File: config.mk
export PLATFORM = sky130hd
export DESIGN_NAME = hazard_io_sched
export DESIGN_NICKNAME = d
export VERILOG_FILES = /design/src/rtl/hazard_io_sched.sv
export SDC_FILE = /design/constraint.sdc
export NUM_CORES = 1
export LEC_CHECK = 0
export ABC_AREA = 1
export CORE_ASPECT_RATIO = 1.5
export CORE_MARGIN = 2
export CORE_UTILIZATION = 45
export DETAILED_ROUTE_END_ITERATION = 10
export GPL_ROUTABILITY_DRIVEN = 0
export GPL_TIMING_DRIVEN = 0
export PLACE_DENSITY_LB_ADDON = 0.3
export SLEW_MARGIN = 20
export SYNTH_ARGS = -nofsm -noshare
export SYNTH_HDL_FRONTEND = slang
export SYNTH_SLANG_ARGS = --single-unit
File: constraint.sdc
create_clock -name clk -period 1.91 [get_ports clk]
set_input_delay 0.382 -clock clk [delete_from_list [all_inputs] [get_ports clk]]
set_output_delay 0.382 -clock clk [all_outputs]
set_load 0.05 [all_outputs]
File: src/rtl/hazard_io_sched.sv
// hazard_io_sched: forwarding, load-use stalls, branch flushes and I/O FIFO
// sequencing for the 5-stage core.
`default_nettype none

module hazard_io_sched #(
    parameter logic [2:0] LOAD_SRC = 3'b001,
    parameter int         TIMEOUT  = 1024,
    parameter int         CNT_W    = 32
) (
    input  logic             clk,
    input  logic             rst,
    input  logic [4:0]       rs1_d,
    input  logic [4:0]       rs2_d,
    input  logic [4:0]       rs1_e,
    input  logic [4:0]       rs2_e,
    input  logic [4:0]       rd_e,
    input  logic [2:0]       result_src_e,
    input  logic             pc_src_e,
    input  logic [4:0]       rd_m,
    input  logic             reg_write_m,
    input  logic [4:0]       rd_w,
    input  logic             reg_write_w,
    input  logic             in_issued_d,
    input  logic             out_issued_d,
    input  logic             in_valid,
    input  logic             out_ready,
    output logic [1:0]       forward_a_e,
    output logic [1:0]       forward_b_e,
    output logic             stall_f,
    output logic             stall_d,
    output logic             flush_d,
    output logic             flush_e,
    output logic             in_pop,
    output logic             out_push,
    output logic             io_timeout,
    output logic [CNT_W-1:0] stall_count
);

    localparam int                WCNT_W    = $clog2(TIMEOUT + 1);
    localparam logic [WCNT_W-1:0] WAIT_LAST = WCNT_W'(TIMEOUT - 1);

    typedef enum logic [1:0] {
        S_IDLE     = 2'd0,
        S_COOL     = 2'd1,
        S_WAIT_IN  = 2'd2,
        S_WAIT_OUT = 2'd3
    } state_t;

    state_t            state_q, state_d;
    logic              in_pop_q, in_pop_d;
    logic              out_push_q, out_push_d;
    logic              timeout_q, timeout_d;
    logic [WCNT_W-1:0] wait_q, wait_d;
    logic [CNT_W-1:0]  stall_cnt_q, stall_cnt_d;

    logic load_stall;
    logic io_stall;
    logic stall;
    logic in_wait;
    logic timeout_hit;

    // Memory stage holds the younger result, so it wins over writeback.
    always_comb begin
        forward_a_e = 2'b00;
        forward_b_e = 2'b00;
        if (reg_write_m && (rd_m != 5'd0) && (rd_m == rs1_e))
            forward_a_e = 2'b10;
        else if (reg_write_w && (rd_w != 5'd0) && (rd_w == rs1_e))
            forward_a_e = 2'b01;
        if (reg_write_m && (rd_m != 5'd0) && (rd_m == rs2_e))
            forward_b_e = 2'b10;
        else if (reg_write_w && (rd_w != 5'd0) && (rd_w == rs2_e))
            forward_b_e = 2'b01;
    end

    assign load_stall = (result_src_e == LOAD_SRC) && (rd_e != 5'd0) &&
                        ((rd_e == rs1_d) || (rd_e == rs2_d));

    always_comb begin
        io_stall = 1'b0;
        case (state_q)
            S_IDLE:     io_stall = (in_issued_d && !in_valid) ||
                                   (out_issued_d && !out_ready);
            S_COOL:     io_stall = in_issued_d || out_issued_d;
            S_WAIT_IN:  io_stall = !in_valid;
            S_WAIT_OUT: io_stall = !out_ready;
            default:    io_stall = 1'b0;
        endcase
    end

    assign stall   = (load_stall || io_stall) && !pc_src_e;
    assign stall_f = stall;
    assign stall_d = stall;
    assign flush_e = stall || pc_src_e;
    assign flush_d = pc_src_e;

    // A taken branch discards whatever sits in decode, pending I/O included.
    always_comb begin
        state_d    = state_q;
        in_pop_d   = 1'b0;
        out_push_d = 1'b0;
        case (state_q)
            S_IDLE: begin
                if (!pc_src_e) begin
                    if (in_issued_d) begin
                        if (!in_valid) begin
                            state_d = S_WAIT_IN;
                        end else if (!load_stall) begin
                            in_pop_d = 1'b1;
                            state_d  = S_COOL;
                        end
                    end else if (out_issued_d) begin
                        if (!out_ready) begin
                            state_d = S_WAIT_OUT;
                        end else if (!load_stall) begin
                            out_push_d = 1'b1;
                            state_d    = S_COOL;
                        end
                    end
                end
            end
            S_COOL: begin
                state_d = S_IDLE;
                if (!pc_src_e) begin
                    if (in_issued_d) begin
                        if (!in_valid)
                            state_d = S_WAIT_IN;
                    end else if (out_issued_d && !out_ready) begin
                        state_d = S_WAIT_OUT;
                    end
                end
            end
            S_WAIT_IN: begin
                if (pc_src_e) begin
                    state_d = S_IDLE;
                end else if (in_valid && !load_stall) begin
                    in_pop_d = 1'b1;
                    state_d  = S_COOL;
                end
            end
            S_WAIT_OUT: begin
                if (pc_src_e) begin
                    state_d = S_IDLE;
                end else if (out_ready && !load_stall) begin
                    out_push_d = 1'b1;
                    state_d    = S_COOL;
                end
            end
            default: state_d = S_IDLE;
        endcase
    end

    // The wait counter holds completed wait cycles, so the flag rises on the
    // TIMEOUT-th wait cycle itself and is then latched.
    assign in_wait     = (state_q == S_WAIT_IN) || (state_q == S_WAIT_OUT);
    assign timeout_hit = in_wait && (wait_q == WAIT_LAST);
    assign timeout_d   = timeout_q || timeout_hit;
    assign io_timeout  = timeout_q || timeout_hit;

    always_comb begin
        wait_d = '0;
        if (in_wait)
            wait_d = (wait_q == WAIT_LAST) ? wait_q : wait_q + WCNT_W'(1);
    end

    always_comb begin
        stall_cnt_d = stall_cnt_q;
        if (stall && (stall_cnt_q != {CNT_W{1'b1}}))
            stall_cnt_d = stall_cnt_q + CNT_W'(1);
    end

    always_ff @(posedge clk or posedge rst) begin
        if (rst) begin
            state_q     <= S_IDLE;
            in_pop_q    <= 1'b0;
            out_push_q  <= 1'b0;
            timeout_q   <= 1'b0;
            wait_q      <= '0;
            stall_cnt_q <= '0;
        end else begin
            state_q     <= state_d;
            in_pop_q    <= in_pop_d;
            out_push_q  <= out_push_d;
            timeout_q   <= timeout_d;
            wait_q      <= wait_d;
            stall_cnt_q <= stall_cnt_d;
        end
    end

    assign in_pop      = in_pop_q;
    assign out_push    = out_push_q;
    assign stall_count = stall_cnt_q;

endmodule

`default_nettype wire

# Word-level counts from Yosys, hierarchy flattened
# Index checks and enable logic that the tools add are counted.
dict set report classes {
  n_reduce_logical 31
  eq_ne 17
  n_mux 36
  add_sub_neg 2
}
# operator n
set ops {}
lappend ops {{$add A32 B1 Y32 const B} 1}
lappend ops {{$mux W2} 16}
lappend ops {{$ne A32 B32 Y1 const B} 1}
lappend ops {{$eq A5 B5 Y1} 6}
lappend ops {{$mux W11} 2}
lappend ops {{$logic_and A1 B1 Y1} 15}
lappend ops {{$reduce_bool A5 Y1} 3}
lappend ops {{$mux W1} 14}
lappend ops {{$add A11 B1 Y11 const B} 1}
lappend ops {{$eq A11 B10 Y1 const B} 1}
lappend ops {{$ne A3 B3 Y1 const B} 3}
lappend ops {{$pmux W2 S4} 1}
lappend ops {{$logic_or A1 B1 Y1} 7}
lappend ops {{$eq A2 B2 Y1 const B} 2}
lappend ops {{$logic_not A1 Y1} 4}
lappend ops {{$ne A2 B2 Y1 const B} 2}
lappend ops {{$pmux W1 S2} 2}
lappend ops {{$pmux W1 S4} 1}
lappend ops {{$reduce_and A4 Y1} 1}
lappend ops {{$eq A3 B1 Y1 const B} 1}
lappend ops {{$eq A2 B1 Y1 const B} 1}
lappend ops {{$logic_not A2 Y1} 1}
dict set report word_totals {
  input_bits 47
  elab_cells 92
  ff_bits 48
  out_inout_bits 43
}

# Logic depth before layout (Yosys ltp)
# Gate-level depths: netlist of the first run.
dict set report depth {
  word_depth 9
  depth_mapped 15
  ltp_nobuf 14
}

# Least setup slack after synthesis of the first run
# Ideal clock, no wire load.
dict set report synth_timing {
  path_kind {input port to output port}
  start {input port rd_m[0]}
  end {output port forward_a_e[0]}
  path_slack_ns -1.309
  required_ns 1.528
  t_arrival_ns 2.837
  path_buffers 0
  path_stages 4
  cell_sequence {xnor2_1 nand3_1 nor4_1 nor2_1}
}
dict set report synth_via {
  elab_chain_cells 4
  elab_cells_between_ends 5
  classes_between {1 x eq/ne; 1 x mux; 3 x reduce/logical}
}
# element line_no
set synth_rtl {}
lappend synth_rtl {{from (decl)} 19} ;# input logic [4:0] rd_m,
lappend synth_rtl {{$reduce_bool A5 Y1} 66} ;# if (reg_write_m && (rd_m != 5'd0) && (rd_m == rs1_e))
lappend synth_rtl {{$logic_and A1 B1 Y1} 66}
lappend synth_rtl {{$logic_and A1 B1 Y1 *} 66}
lappend synth_rtl {{$mux W2 *} 66}
lappend synth_rtl {{to (decl)} 27} ;# output logic [1:0] forward_a_e,
# Every way passes the cells marked *; elsewhere a longest branch is shown, timed or not.

# Final worst setup path of the first run
dict set report layout_timing {
  start {input port in_valid}
  end {output port stall_f}
}
dict set report layout_via {
  elab_chain_cells 6
}
# element line_no
set layout_rtl {}
lappend layout_rtl {{from (decl)} 25} ;# input logic in_valid,
lappend layout_rtl {{$logic_not A1 Y1 *} n/a}
lappend layout_rtl {{$logic_and A1 B1 Y1} 82} ;# S_IDLE: io_stall = (in_issued_d && !in_valid) ||
lappend layout_rtl {{$logic_or A1 B1 Y1} 82}
lappend layout_rtl {{$pmux W1 S4 *} 81} ;# case (state_q)
lappend layout_rtl {{$logic_or A1 B1 Y1 *} 91} ;# assign stall = (load_stall || io_stall) && !pc_src_e;
lappend layout_rtl {{$logic_and A1 B1 Y1 *} 91}
lappend layout_rtl {{to (decl)} 29} ;# output logic stall_f,
# Marks and branches as above.

==> results of run 1 <==
worst register-to-register path, delay by kind of cell (launching register included):
kind	cells	cell delay, ps
buffers and inverters	6	660
and+or+nand+nor	6	500
DFF	1	440
AOI/OAI and AO/OA	2	230
adders and majority gates	1	180
kinds of logic (layout without fill, tap and decap cells):
logic type	Yosys count	after routing	synth area share, %
buffers and inverters	54	189	6.961
adder cells (fa/ha/maj)	6	6	2.187
flip-flops	48	48	34.99
AND/OR/NAND/NOR	296	297	36.81
AO/OA/AOI/OAI	31	31	5.284
XOR/XNOR	54	54	13.78
sequential cells by signal, indices dropped and copies added (netlist names):
register	flops
state_q	2
wait_q	11
timeout_q	1
stall_count	32
out_push	1
in_pop	1
per-stage QoR:
stage / util [%] / total power [uW] / worst slack, ps / cells / hold slack, ps
2_1_floorplan: - / 2234 / 11.08 / 489 / 452.7
3_3_place_gp: 60.36 / 2671 / -1071 / 680 / 443.2
3_5_place_dp: 60.62 / 2706 / -1113 / 681 / 459.6
4_1_cts: 64.87 / 3908 / -247.8 / 703 / 437.0
5_1_grt: 72.91 / 4803 / -357.9 / 727 / 434.0
6_report: 72.91 / 4576 / -278.2 / 727 / 425.9
cell type report:
cell class	instances	area share [%]
Clock buffer	6	2.352
Sequential cell	48	22.29
Tap cell	102	2.329
Multi-Input combinational cell	388	44.33
Timing Repair Buffer	127	22.84
Inverter	47	3.585
Clock inverter	2	0.6394
Buffer	7	1.644
layer usage:
metal  routed length [um]  part of all wire, %  up-vias
li1                     -                    -     1825
met1                 3684                   35     1788
met2                 5812                   55      175
met3                  619                  5.8       41
met4                  504                  4.7        0
met5                    0                    0        -
worst max-delay path by stage:
stage	start	slack [ps]	endpoint
2_1_floorplan	rd_m[0]	10	forward_a_e[0]
3_3_place_gp	rd_e[1]	-1070	stall_f
3_5_place_dp	rd_e[4]	-1110	stall_f
4_1_cts	state_q[0]$_DFFE_PP0P_	-250	stall_f
5_1_grt	state_q[0]$_DFFE_PP0P_	-360	stall_f
6_report	in_valid	-280	stall_f
repair_timing:
item / CTS / global route
resized for setup: 161 / 129
cloned: 0 / 5
setup endpoints to repair: 58 / 61
pin swaps: 25 / 29
setup buffers: 14 / 19
synthesized netlist by cell type, drive strengths merged:
cell | instances | share of area (%)
buf | 7 | 1.7
nor3b | 1 | 0.22
nand3 | 22 | 3.2
a211oi | 2 | 0.44
nand2 | 183 | 21
nand4 | 8 | 1.5
o211ai | 1 | 0.22
xnor2 | 18 | 4.6
o21a | 1 | 0.22
inv | 47 | 5.2
dfrtp | 48 | 35
nor2 | 48 | 5.5
o21ai | 15 | 2.2
nor4 | 10 | 1.8
o211a | 1 | 0.29
a31o | 1 | 0.26
ha | 6 | 2.2
a21oi | 8 | 1.2
nor3 | 20 | 3.2
or2 | 4 | 0.73
xor2 | 36 | 9.2
o41ai | 2 | 0.51
where the power goes:
group	switching (uW)	internal (uW)	total [uW]
logic	1280	1080	2360
clock network	368	616	984
registers	124	1110	1230
total	1770	2800	4580
==> flow_summary.json, run 1 <==
{
  "status": "complete, but fails checks",
  "violations": "setup timing",
  "layout_commonest_cell": "nand2_1",
  "ir_worst_vdd_mv": 0.7469,
  "track_usage_pct": 23.97,
  "ant_nets": 0,
  "fillers": 584,
  "post_drt_via_cell_ratio": 5.267,
  "drive_above_1_share_pct": 30.24,
  "drcViolationCount": 0,
  "maxCapViolations": 0,
  "rsz0062_at_grt": "yes",
  "crit_chain": "clkdlybuf4s50_1 > or2_1 > nand2_1 > inv_1 > nand2_1 > nand2_1 > nand2_2 > nand2_2 > inv_4 > buf_6 > buf_8",
  "fmax_ghz": 0.4570,
  "avgSynthCellArea_sq_um": 7.021,
  "crit_cells": 11,
  "met1_usage_pct": 25.80,
  "finalSetupTns_ps": -5793,
  "grtUsageMet2_pct": 43.13,
  "die_h_um": 111.0,
  "grt_pass1_wl_mm": 15.82,
  "critPathMaxFanout": 3,
  "critPathMaxStageDelay_ps": 450,
  "path_common_cell": "nand2_1",
  "seq_area_sq_um": 1221,
  "synth-seq-area-share_pct": 34.99,
  "die_x_um": 75.32,
  "busiest_layer": "met2",
  "cts_buffers": 5,
  "worstSkewPairLatency_ps": 290,
  "power.density_nw_per_um2": 835.2,
  "postPlaceCellArea_sq_um": 4556,
  "p_leak_uw": 0.002935,
  "core-area_sq_um": 7515,
  "die-area_sq_um": 8359,
  "grt_util_met3_pct": 4.636,
  "h-tree-depth": 2,
  "syn_to_final_growth_pct": 59.58,
  "arrival_ps": 1810,
  "hold_class": "input pin to async pin",
  "multiInputGateArea_sq_um": 2429,
  "ys_types": 31,
  "layout.nets": 677,
  "rr_startpoint": "state_q[1]$_DFFE_PP0P_",
  "final_cell_mix": "nand2_1, inv_1, nor2_1",
  "clk_transition_reported_paths_ps": 60,
  "grt_max_degree": 29,
  "io_buffers": 89,
  "tightestPinTransition_ps": 542.8,
  "r2r_cells": 15,
  "synth_seq_cells": 48,
  "finalWorstSetupSlack_ps": -278.2,
  "r2r-end": "stall_count[28]$_DFFE_PP0P_",
  "path_buf_inv": 5,
  "antenna_found_initial": 0,
  "vias": 3829,
  "worstSetupEndpointType": "output port",
  "finClkSkew_ps": 3.787,
  "fin_area_sq_um": 5479,
  "rows": 39,
  "diodes": 0,
  "wirelength_mm": 10.62,
  "final-hold-violation-count": 0,
  "setup_viol": 38,
  "tritoncts": "built",
  "fin_crit_sh_pct": 114.6,
  "wl_per_cell_um": 14.61,
  "grt_pass1_vias": 3613,
  "min_period_ps": 2188,
  "cts_buffer_depth": 2,
  "drt_pass1_iterations": 4,
  "place_hpwl_mm": 7.204,
  "cpLargestDelayFamily": "buffers and inverters",
  "critPathKind": "input pin to output port",
  "cp_slowest_cell": "clkdlybuf4s50_1",
  "initial_utilization_pct": 45.69,
  "drt-initial-drc-count": 294,
  "syn-instance-count": 489,
  "pin_count": 90,
  "start_kind": "input pin",
  "cts_root_buf": "clkbuf_16",
  "grt_overflow_total": 0,
  "syn_area_sq_um": 3433,
  "reg2reg_setup_slack_ps": -200,
  "finalMaxSlewViolations": 0,
  "cts_hold_buf": 0,
  "max_slew_margin_pct": 63.70,
  "clock_sinks": 48,
  "syn_nets": 542,
  "worstPathRequired_ps": 1530,
  "ys_warn_count": 0
}
Note: power is estimated with default switching activity, not from simulation.
==> inputs of run 2 (changes only) <==
--- a/config.mk
+++ b/config.mk
@@ -7,12 +7,11 @@
 export LEC_CHECK = 0
 export ABC_AREA = 1
 export CORE_ASPECT_RATIO = 1.5
-export CORE_MARGIN = 2
 export CORE_UTILIZATION = 45
 export DETAILED_ROUTE_END_ITERATION = 10
 export GPL_ROUTABILITY_DRIVEN = 0
 export GPL_TIMING_DRIVEN = 0
-export PLACE_DENSITY_LB_ADDON = 0.3
+export PLACE_DENSITY = 0.8
 export SLEW_MARGIN = 20
 export SYNTH_ARGS = -nofsm -noshare
 export SYNTH_HDL_FRONTEND = slang
==> run 2 against run 1 <==
The run still ends with setup timing left. Core utilization fell by 2.0 points. Maximum frequency fell by 7.7%. Global-route usage rose by 2.3 points. Final cell count rose by 0.41%. Routed wire length rose by 3.0%. Count of clock-buffer cells in the layout did not move. Power fell by 9.0%. Clock power fell by 20%.
==> flow_summary.json, run 2 (synthesized netlist as in run 1, its figures left out) <==
{
  "cts_root_buf": "clkbuf_8",
  "antenna_found_initial": 0,
  "min_period_ps": 2371,
  "violations": "setup timing",
  "clock_sinks": 48,
  "rsz0062_at_grt": "yes",
  "diodes": 0,
  "swShare_pct": 40.50,
  "wl_per_cell_um": 14.99,
  "grt_max_degree": 35,
  "layout_commonest_cell": "nand2_1",
  "io_buffers": 89,
  "syn_to_final_growth_pct": 51.24,
  "whs_ps": 336.7,
  "dp.cells": 679,
  "max_slew_margin_pct": 52.15,
  "finClkSkew_ps": 10.03,
  "p_switching_uw": 1686,
  "cp_slowest_cell": "dfrtp_2",
  "largest_reg_flops": 32,
  "clk_transition_reported_paths_ps": 100,
  "layout.nets": 682,
  "die_x_um": 73.32,
  "place_hpwl_mm": 7.187,
  "h-tree-depth": 2,
  "drcViolationCount": 0,
  "power.density_nw_per_um2": 801.6,
  "initial_utilization_pct": 46.89,
  "comb_power_share_pct": 51.4,
  "pwr-share-clk_pct": 19.0,
  "tightestPinTransition_ps": 711.2,
  "grt_pass1_vias": 3705,
  "post_drt_via_cell_ratio": 5.284,
  "rows": 38,
  "tritoncts": "built",
  "finalMaxSlewViolations": 0,
  "finalPower_uw": 4162,
  "grt_overflow_total": 0,
  "fmax_ghz": 0.4217,
  "arrival_ps": 1990,
  "cts_buffer_depth": 2,
  "fin_crit_sh_pct": 124.1,
  "hold_class": "input pin to async pin",
  "power_frac_seq_pct": 29.6,
  "ant_nets": 0,
  "final_cells": 730,
  "wirelength_mm": 10.94,
  "drt-initial-drc-count": 240,
  "worstSetupEndpointType": "output port",
  "core-area_sq_um": 7322,
  "status": "complete, but fails checks",
  "final_cell_mix": "nand2_1, buf_4, nor2_1",
  "final-hold-violation-count": 0,
  "track_usage_pct": 26.30,
  "cts_buffers": 5,
  "drt_pass1_iterations": 5,
  "grt_pass1_wl_mm": 16.19,
  "p_int_uw": 2477,
  "dp_slack_ps": -1134,
  "critPathMaxStageDelay_ps": 480,
  "cts_hold_buf": 0,
  "drive_above_1_share_pct": 26.35,
  "maxCapViolations": 0,
  "pin_count": 90,
  "crit_chain": "inv_4 > ha_4 > inv_2 > o211ai_1 > nand2_1 > nand2_1 > nand2_2 > inv_4 > buf_6 > buf_8",
  "worstSkewPairLatency_ps": 320,
  "start_kind": "flip-flop",
  "die_h_um": 109.0,
  "die-area_sq_um": 7990,
  "p_leak_uw": 0.002717,
  "setup_viol": 36,
  "worstPathRequired_ps": 1530,
  "critPathMaxFanout": 4,
  "finalWorstSetupSlack_ps": -461.3,
  "critPathKind": "flip-flop to output port",
  "ir_worst_vdd_mv": 0.7107,
  "vias": 3857
}
[run 2: cell types whose count changed in the layout (fill, tap and decap cells not counted), sizes merged, moves of 2 or more]
cell / before / now
buf: 55 / 64
dlygate4sd2: 36 / 38
clkbuf: 17 / 23
clkdlybuf4s15: 3 / 5
clkdlybuf4s50: 15 / 7
dlymetal6s2s: 14 / 9
[run 2: what timing repair did]
item                                    CTS  global route
gates resized for setup                 171           101
endpoints found under the setup margin   67            54
buffers inserted                         28            14
cloned                                    0             2
pin swaps                                31            37
[run 2: final timing paths]
kind	startpoint	endpoint	slack, ps	cells past startpoint
setup / recovery	state_q[0]$_DFFE_PP0P_	stall_f	-460	10
hold reg to reg	stall_count[31]$_DFFE_PP0P_	stall_count[31]$_DFFE_PP0P_	520	2
hold / removal	rst	wait_q[6]$_DFFE_PP0N_	340	2
setup reg to reg	state_q[1]$_DFFE_PP0P_	stall_count[18]$_DFFE_PP0P_	-200	14
min in group clk	stall_count[31]$_DFFE_PP0P_	stall_count[31]$_DFFE_PP0P_	520	2
max in group asynchronous	rst	state_q[0]$_DFFE_PP0P_	1050	3
[run 2: per-layer routing]
| layer | wire length, um | vias up | GRT usage, % |
|---|---|---|---|
| li1 | - | 1830 | - |
| met1 | 3880 | 1773 | 27.68 |
| met2 | 5813 | 197 | 48.88 |
| met3 | 678 | 57 | 4.806 |
| met4 | 571 | 0 | 13.32 |
| met5 | 0 | - | 0 |
[run 2: metrics by stage]
step / area, sq um / TNS (ps) / util [%]
floorplan: 3517 / 0 / -
global placement: 4533 / -44590 / 61.91
detailed placement: 4553 / -21670 / 62.18
CTS: 4940 / -931.8 / 67.46
global route: 5192 / -9882 / 70.92
finish: 5192 / -6433 / 70.92
[run 2: critical path, delay by kind of cell (launching register included)]
| family | cells | cell delay [ps] |
|---|---|---|
| buffers and inverters | 5 | 450 |
| flip-flops | 1 | 480 |
| AND/OR/NAND/NOR | 3 | 360 |
| adder cells (fa/ha/maj) | 1 | 160 |
| AO/OA/AOI/OAI | 1 | 220 |
[run 2: final cells by class]
cell class | count | area [sq um]
Buffer | 7 | 82.58
Clock buffer | 6 | 82.58
Clock inverter | 2 | 38.79
Fill cell | 579 | 2130
Inverter | 47 | 196.4
Multi-Input combinational cell | 387 | 2243
Sequential cell | 48 | 1221
Tap cell | 100 | 125.1
Timing Repair Buffer | 133 | 1202
[run 2: power by group through the flow]
stage	registers, uW	logic, uW	clock network, uW
after global placement	1240	1440	0
after global routing	1240	2290	819
after detailed placement	1240	1480	0
after floorplan	1380	850	0
final	1230	2140	790
after CTS	1230	1760	790
==> inputs of run 3 (changes only) <==
--- a/config.mk
+++ b/config.mk
@@ -12,7 +12,7 @@
 export GPL_ROUTABILITY_DRIVEN = 0
 export GPL_TIMING_DRIVEN = 0
 export PLACE_DENSITY = 0.8
-export SLEW_MARGIN = 20
+export SLEW_MARGIN = 10
 export SYNTH_ARGS = -nofsm -noshare
 export SYNTH_HDL_FRONTEND = slang
 export SYNTH_SLANG_ARGS = --single-unit
==> constraint.sdc (replaced) <==
create_clock -name clk -period 2.2 [get_ports clk]
set_input_delay 0.44 -clock clk [delete_from_list [all_inputs] [get_ports clk]]
set_output_delay 0.44 -clock clk [all_outputs]
set_load 0.05 [all_outputs]
==> run 3 against run 2 <==
The run still ends with setup timing left. Count of clock-buffer cells in the layout is 1 higher. Largest cell class unchanged. Global-route usage is 2.6 points lower. Sequential power is 13% lower. Design area is 6.2% lower. Sequential share of layout area is 1.2 points higher.
==> flow_summary.json, run 3 (synthesized netlist as in run 1, its figures left out) <==
{
  "status": "complete, but fails checks",
  "violations": "setup timing",
  "power.density_nw_per_um2": 681.0,
  "track_usage_pct": 23.71,
  "r2r-end": "stall_count[31]$_DFFE_PP0P_",
  "layout_commonest_cell": "nand2_1",
  "cp_slowest_cell": "dfrtp_2",
  "fillers": 642,
  "final-hold-violation-count": 0,
  "setup_viol": 2,
  "die-area_sq_um": 7990,
  "grt_pass1_vias": 3486,
  "layout.core_utilization_pct": 66.49,
  "arrival_ps": 1780,
  "worstPathRequired_ps": 1760,
  "drcViolationCount": 0,
  "crit_chain": "inv_4 > ha_4 > inv_2 > o211ai_1 > nand2_1 > nand2_1 > nand2_1 > inv_2 > buf_12 > buf_12",
  "finalWorstSetupSlack_ps": -23.77,
  "rr_startpoint": "state_q[1]$_DFFE_PP0P_",
  "pin_count": 90,
  "core-area_sq_um": 7322,
  "tritoncts": "built",
  "hold_class": "input pin to async pin",
  "grt_pass1_wl_mm": 14.66,
  "fmax_ghz": 0.4497,
  "post_drt_via_cell_ratio": 5.171,
  "clock_sinks": 48,
  "clk_transition_reported_paths_ps": 90,
  "tightestPinTransition_ps": 504.4,
  "worstSetupEndpointType": "output port",
  "reg2reg_setup_slack_ps": 160,
  "p_leak_uw": 0.002346,
  "finClkSkew_ps": 10.81,
  "drt-initial-drc-count": 197,
  "layout.nets": 648,
  "drt_pass1_iterations": 4,
  "critPathMaxFanout": 3,
  "postPlaceCellArea_sq_um": 4522,
  "grt_max_degree": 37,
  "whs_ps": 390.0,
  "largest_reg_flops": 32,
  "final_cell_mix": "nand2_1, dfrtp_1, clkdlybuf4s50_1",
  "cts_buffer_depth": 2,
  "finalSetupTns_ps": -34.97,
  "wirelength_mm": 9.360,
  "die_h_um": 109.0,
  "wl_per_cell_um": 13.45,
  "r2r_cells": 14,
  "min_period_ps": 2224,
  "fin_area_sq_um": 4868,
  "vias": 3599,
  "drive_above_1_share_pct": 13.09,
  "io_buffers": 89,
  "antenna_found_initial": 0,
  "die_x_um": 73.32,
  "place_hpwl_mm": 7.224,
  "rsz0062_at_grt": "yes",
  "start_kind": "flip-flop",
  "grt_overflow_total": 0,
  "h-tree-depth": 2,
  "fin_crit_sh_pct": 101.1,
  "syn_to_final_growth_pct": 41.80,
  "ir_worst_vdd_mv": 0.4080,
  "rows": 38,
  "finalMaxSlewViolations": 0,
  "max_slew_margin_pct": 66.26,
  "cts_buffers": 5,
  "dp_slack_ps": -980.6,
  "critPathMaxStageDelay_ps": 460,
  "cts_root_buf": "clkbuf_8",
  "maxCapViolations": 0,
  "ant_nets": 0,
  "worstSkewPairLatency_ps": 310,
  "diodes": 0,
  "path_common_cell": "nand2_1",
  "critPathKind": "flip-flop to output port",
  "initial_utilization_pct": 46.89
}
## run 3: changes by cell type in the layout (fill, tap and decap cells not counted), moves of 14 or more
cell             change
clkdlybuf4s50_1     +37
buf_4               -29
clkbuf_2            -14
dfrtp_1             +14
dfrtp_2             -14
## run 3: metal layers
layer | track usage [%] | share of wire, % | vias up
li1 | - | - | 1766
met1 | 22.77 | 36 | 1651
met2 | 45.04 | 54 | 142
met3 | 3.604 | 4.7 | 40
met4 | 16.21 | 5.4 | 0
met5 | 0 | 0 | -
## run 3: cell type report
cell class,instances,area (sq um),area share (%)
plain buffers,7,63.81,1.311
clock buffers,7,96.34,1.979
clock inverters,1,30.03,0.6168
inverters,47,183.9,3.778
multi-input cells,387,2171,44.59
flip-flops and latches,48,1204,24.72
well taps,100,125.1,2.570
repair buffers,99,994.7,20.43
## run 3: through the flow
stage                     instances  total power (uW)
after floorplan                 489              1925
after global placement          678              2317
after detailed placement        679              2360
after CTS                       695              3270
after global routing            696              3484
final                           696              3315
## run 3: power breakdown
group / internal [uW] / switching (uW) / total, uW
Sequential: 955 / 118 / 1070
Combinational: 630 / 913 / 1540
Clock: 401 / 298 / 699
Total: 1990 / 1330 / 3320
## run 3: worst max path at each step
stage	from	endpoint	depth (start not counted)
2_1_floorplan	rd_m[0]	forward_a_e[0]	4
3_3_place_gp	rd_m[0]	forward_b_e[0]	6
3_5_place_dp	rd_e[1]	stall_f	13
4_1_cts	rd_m[0]	forward_b_e[0]	7
5_1_grt	rd_e[0]	stall_d	13
6_report	state_q[0]$_DFFE_PP0P_	stall_d	10
## run 3: repair_timing
item | CTS | global route
endpoints found under the setup margin | 9 | 7
buffers inserted | 8 | 1
hold buffers | 0 | 0
pin swaps | 18 | 14
resized for setup | 114 | 20
## run 3: worst max-delay path, delay by kind of cell (launching register included)
kind	cells	cell delay (ps)
compound gates	1	180
fa+ha+maj	1	170
flops	1	460
simple gates	3	200
buf+inv	5	470
